===== src/rtl/fetch_unit.sv =====
// rtl/fetch_unit.sv - instruction fetch stage: PC sequencing, 1-cycle imem read, 2-entry tagged queue to decode
// Optional HLT detection is compiled in with `define FETCH_HALT_EN.
module fetch_unit #(
    parameter int unsigned PC_W        = 5,
    parameter int unsigned INSTR_W     = 8,
    parameter logic [3:0]  HALT_OPCODE = 4'hF
) (
    input  logic               clk,
    input  logic               reset,
    input  logic [PC_W-1:0]    pc_in,
    output logic               pc_write,
    output logic [PC_W-1:0]    next_pc,
    output logic               imem_re,
    output logic [PC_W-1:0]    imem_addr,
    input  logic [INSTR_W-1:0] imem_rdata,
    input  logic               fetch_en,
    input  logic               redirect,
    input  logic [PC_W-1:0]    redirect_pc,
    output logic               out_valid,
    input  logic               out_ready,
    output logic [INSTR_W-1:0] out_instr,
    output logic [PC_W-1:0]    out_pc,
    output logic               halted
);

    typedef enum logic {
        ST_RUN,
        ST_HALTED
    } state_t;

    state_t             state_q, state_d;
    logic [1:0]         count_q, count_d;
    logic               pending_q, pending_d;
    logic [PC_W-1:0]    pending_pc_q, pending_pc_d;
    logic [INSTR_W-1:0] q_instr_q [2];
    logic [INSTR_W-1:0] q_instr_d [2];
    logic [PC_W-1:0]    q_pc_q [2];
    logic [PC_W-1:0]    q_pc_d [2];

    logic       pop;
    logic       push;
    logic       issue;
    logic       halt_flag;
    logic       hlt_push;
    logic [2:0] occupancy;

    assign out_valid = (count_q != 2'd0);
    assign out_instr = q_instr_q[0];
    assign out_pc    = q_pc_q[0];

    assign pop       = out_valid & out_ready;
    assign push      = pending_q & ~redirect;
    assign halt_flag = (state_q == ST_HALTED);

    // Counting the in-flight read against capacity guarantees every response has a free slot.
    assign occupancy = {1'b0, count_q} + {2'b00, pending_q} - {2'b00, pop};
    assign issue     = ~reset & fetch_en & ~redirect & ~halt_flag & (occupancy < 3'd2);

    assign imem_re   = issue;
    assign imem_addr = pc_in;
    assign pc_write  = ~reset & (redirect | issue);
    assign next_pc   = redirect ? redirect_pc : pc_in + PC_W'(1);

`ifdef FETCH_HALT_EN
    assign hlt_push = push & (imem_rdata[INSTR_W-1 -: 4] == HALT_OPCODE);
    assign halted   = halt_flag;
`else
    logic unused_halt_opcode;
    assign unused_halt_opcode = ^HALT_OPCODE;
    assign hlt_push = 1'b0;
    assign halted   = 1'b0;
`endif

    always_comb begin
        state_d = state_q;
        case (state_q)
            ST_RUN:    if (hlt_push) state_d = ST_HALTED;
            ST_HALTED: if (redirect) state_d = ST_RUN;
            default:   state_d = ST_RUN;
        endcase
    end

    always_comb begin
        count_d      = count_q;
        q_instr_d    = q_instr_q;
        q_pc_d       = q_pc_q;
        pending_d    = issue;
        pending_pc_d = issue ? pc_in : pending_pc_q;
        if (redirect) begin
            count_d = 2'd0;
        end else begin
            case ({push, pop})
                2'b01: begin
                    q_instr_d[0] = q_instr_q[1];
                    q_pc_d[0]    = q_pc_q[1];
                    count_d      = count_q - 2'd1;
                end
                2'b10: begin
                    q_instr_d[count_q[0]] = imem_rdata;
                    q_pc_d[count_q[0]]    = pending_pc_q;
                    count_d               = count_q + 2'd1;
                end
                2'b11: begin
                    // Head leaves as the new entry arrives; a full queue shifts, a single entry is replaced.
                    if (count_q == 2'd2) begin
                        q_instr_d[0] = q_instr_q[1];
                        q_pc_d[0]    = q_pc_q[1];
                        q_instr_d[1] = imem_rdata;
                        q_pc_d[1]    = pending_pc_q;
                    end else begin
                        q_instr_d[0] = imem_rdata;
                        q_pc_d[0]    = pending_pc_q;
                    end
                end
                default: ;
            endcase
        end
    end

    always_ff @(posedge clk or posedge reset) begin
        if (reset) begin
            state_q      <= ST_RUN;
            count_q      <= 2'd0;
            pending_q    <= 1'b0;
            pending_pc_q <= '0;
            q_instr_q[0] <= '0;
            q_instr_q[1] <= '0;
            q_pc_q[0]    <= '0;
            q_pc_q[1]    <= '0;
        end else begin
            state_q      <= state_d;
            count_q      <= count_d;
            pending_q    <= pending_d;
            pending_pc_q <= pending_pc_d;
            q_instr_q    <= q_instr_d;
            q_pc_q       <= q_pc_d;
        end
    end

endmodule


===== config.mk =====
export PLATFORM = sky130hd
export DESIGN_NAME = fetch_unit
export DESIGN_NICKNAME = d
export VERILOG_FILES = /design/src/rtl/fetch_unit.sv
export SDC_FILE = /design/constraint.sdc
export NUM_CORES = 1
export LEC_CHECK = 0
export ABC_AREA = 1
export ABC_CLOCK_PERIOD_IN_PS = 4700
export CAP_MARGIN = 20
export CELL_PAD_IN_SITES_DETAIL_PLACEMENT = 0
export CELL_PAD_IN_SITES_GLOBAL_PLACEMENT = 1
export CORE_ASPECT_RATIO = 0.6
export CORE_MARGIN = 5
export CORE_UTILIZATION = 38
export DETAILED_ROUTE_END_ITERATION = 12
export GPL_TIMING_DRIVEN = 0
export PLACE_DENSITY = 0.84
export SYNTH_ARGS = -nofsm -noshare
export SYNTH_HDL_FRONTEND = slang
export SYNTH_SLANG_ARGS = --single-unit

===== constraint.sdc =====
create_clock -name clk -period 4.7 [get_ports clk]
set_clock_uncertainty 0.05 [all_clocks]
set_input_delay 0.94 -clock clk [delete_from_list [all_inputs] [get_ports clk]]
set_output_delay 0.94 -clock clk [all_outputs]
set_load 0.02 [all_outputs]

==> qor.yml <==
status: "finished, final reports clean"
diodes: 0
cts_buffer_depth: 2
fin_nets: 338
yosysSeqAreaShare_pct: 42.9
nFillCells: 486
report.final.slew_viol_count: 0
io_pins: 50
ir_worst_vdd_v: 0.000292
layout_commonest_cell: "nand2_1"
cap_violations: 0
drc: 0
syn_inst: 256
htreeDepth: 2
power_leakage_nw: 1.36
yosysWarnings: 0
synth_nets: 282
power_mw: 1.38
p_per_area_nw_per_um2: 507
end_kind: "output port"
synthXorXnorAreaFrac_pct: 0.429
synthSimpleGateAreaFrac_pct: 28.1
drtIter0Drc: 67
whs_ns: 0.429
cts.sinks: 35
crit_arrival_ns: 3.21
synth.distinct_cells: 26
synth-compound-area-share_pct: 10.1
vias: 1762
antenna_found_initial: 0
vias_per_cell: 4.66
grt_pass1_vias: 1727
wl_um: 4740
numPortBuffers: 48
max_freq_mhz: 238
area_growth_pct: 33.4
synth_mux_area_share_pct: 0
cts_tree: "yes"
worst_slew_pin_slew_ns: 0.894
wl_per_cell_um: 12.5
criticalPathCategory: "in2out"
hp-class: "reg2reg"
coreArea_um2: 5130
worstPathMaxFanout: 7
finalHoldViolCount: 0
drtAntennaViolNets: 0
synth_area_um2: 2040
track_usage_pct: 14.6
drive_gt1_share_pct: 19.6
layout_min_cycle_time_ns: 4.20
post_cts_buffers: 0
cp-start-kind: "input port"
ys_seq_elements: 35
initial_core_util_pct: 39.8
die-area_um2: 6980
final_core_util_pct: 53.0
gr-total-overflow: 0
clk_pin_slew_ns: 0.07
rsz0062_at_grt: "false"
gp_congestion: 0.823
maxSlewHeadroom_pct: 40.4
setup_violations: 0
post-route-period-util_pct: 89.3
grt_max_degree: 22
fp.dieH_um: 66.7
clkLatencyLatePin_ns: 0.29
synth_fa_ha_area_share_pct: 2.21
first_pass_iters: 4
cts_buffers: 5
final_cell_mix: "nand2_1, clkdlybuf4s50_1, dfrtp_1"
syn_avg_cell_area_um2: 7.97
num_rows: 20
fp.dieW_um: 105
synth_top_family_by_area: "simple AND/OR/NAND/NOR gates"
grt_pass1_wl_um: 8120
cts_root_buf: "clkbuf_8"
post-dp-hpwl_um: 3560
crit_required_ns: 3.71
[synthesized netlist by cell type]
master	count	area, um2
nand2_1	77	289
dfrtp_1	35	876
inv_1	23	86.3
buf_4	21	158
nand4_1	14	87.6
nor2_1	14	52.6
o21ai_1	12	60.1
a21oi_1	11	55.1
nand3_1	8	40.0
inv_2	6	22.5
a21oi_2	5	43.8
o21ai_0	5	25.0
buf_6	4	45.0
buf_2	3	15.0
nand2_2	3	18.8
nand2_4	3	33.8
ha_1	2	25.0
or2_2	2	12.5
a21oi_4	1	16.3
a31oi_1	1	6.26
conb_1	1	3.75
fa_1	1	20.0
nand3_2	1	10.0
nand3_4	1	17.5
nor2_4	1	11.3
xor2_1	1	8.76
[critical path, stage by stage]
cell	delay [ns]
dlymetal6s2s_1	0.26
nand2_4	0.12
inv_1	0.07
ha_1	0.21
or2_2	0.30
fa_1	0.48
nand3_1	0.08
nor2_1	0.13
nand2_2	0.13
a21oi_1	0.14
dlygate4sd2_1	0.35
[stage by stage]
step | cells | setup WS [ns] | setup TNS [ns] | cell area (um2)
after floorplan | 256 | 0.966 | 0 | 2040
after global placement | 370 | -0.304 | -0.533 | 2600
after detailed placement | 371 | -0.294 | -0.508 | 2630
after CTS | 378 | 0.00389 | 0 | 2720
after global routing | 378 | 0.334 | 0 | 2720
final | 378 | 0.501 | 0 | 2720
[flip-flops by register name (all words and copies together), names as in the netlist]
signal,count
halt_flag,1
pending_pc_q,5
out_pc,5
q_pc_q,5
out_instr,8
q_instr_q,8
count_q,2
pending_q,1
[final cells by class]
type                            count  area [um2]  area share [%]
Inverter                           29         109            4.00
Sequential cell                    35         876            32.2
Tap cell                           66        82.6            3.03
Buffer                             28         218            8.00
Clock buffer                        6        82.6            3.03
Clock inverter                      1        5.00           0.184
Multi-Input combinational cell    164         840            30.9
Timing Repair Buffer               49         509            18.7
[power breakdown]
group	total, mW	internal [mW]	switching, mW
registers	0.488	0.423	0.0652
clock network	0.224	0.115	0.109
logic	0.667	0.330	0.337
total	1.38	0.868	0.511
[what timing repair did]
action                                  in CTS  in global routing
resized for setup                            3                  3
endpoints found under the setup margin       2                  2
hold buffers                                 0                  0
[routing by layer]
| layer | part of all wire (%) | vias to the layer above | track usage [%] | routed length, um |
|---|---|---|---|---|
| met1 | 54 | 806 | 21.4 | 2560 |
| li1 | - | 908 | - | - |
| met2 | 40 | 44 | 20.0 | 1890 |
| met3 | 5.6 | 4 | 4.55 | 263 |
| met5 | 0 | - | 0 | 0 |
| met4 | 0.61 | 0 | 4.78 | 29 |
[worst paths after layout]
kind | start | to | slack, ns | cells after the start
max | out_ready | pc_write | 0.50 | 11
min | out_instr[7] | out_instr[7] | 0.43 | 2
max reg2reg | count_q[1] | pending_pc_q[2] | 2.14 | 13
min reg2reg | out_instr[7] | out_instr[7] | 0.43 | 2
max in group asynchronous | reset | q_instr_q[0] | 2.90 | 3
min in group asynchronous | reset | out_instr[4] | 1.11 | 2
[cells by family after synthesis]
group                      count (synthesis)
AOI/OAI and AO/OA                         35
and+or+nand+nor                          124
xor gates and xnor gates                   1
other                                      1
adders and majority gates                  3
buffers and inverters                     57
DFF                                       35
Note: power is estimated with default switching activity, not from simulation.
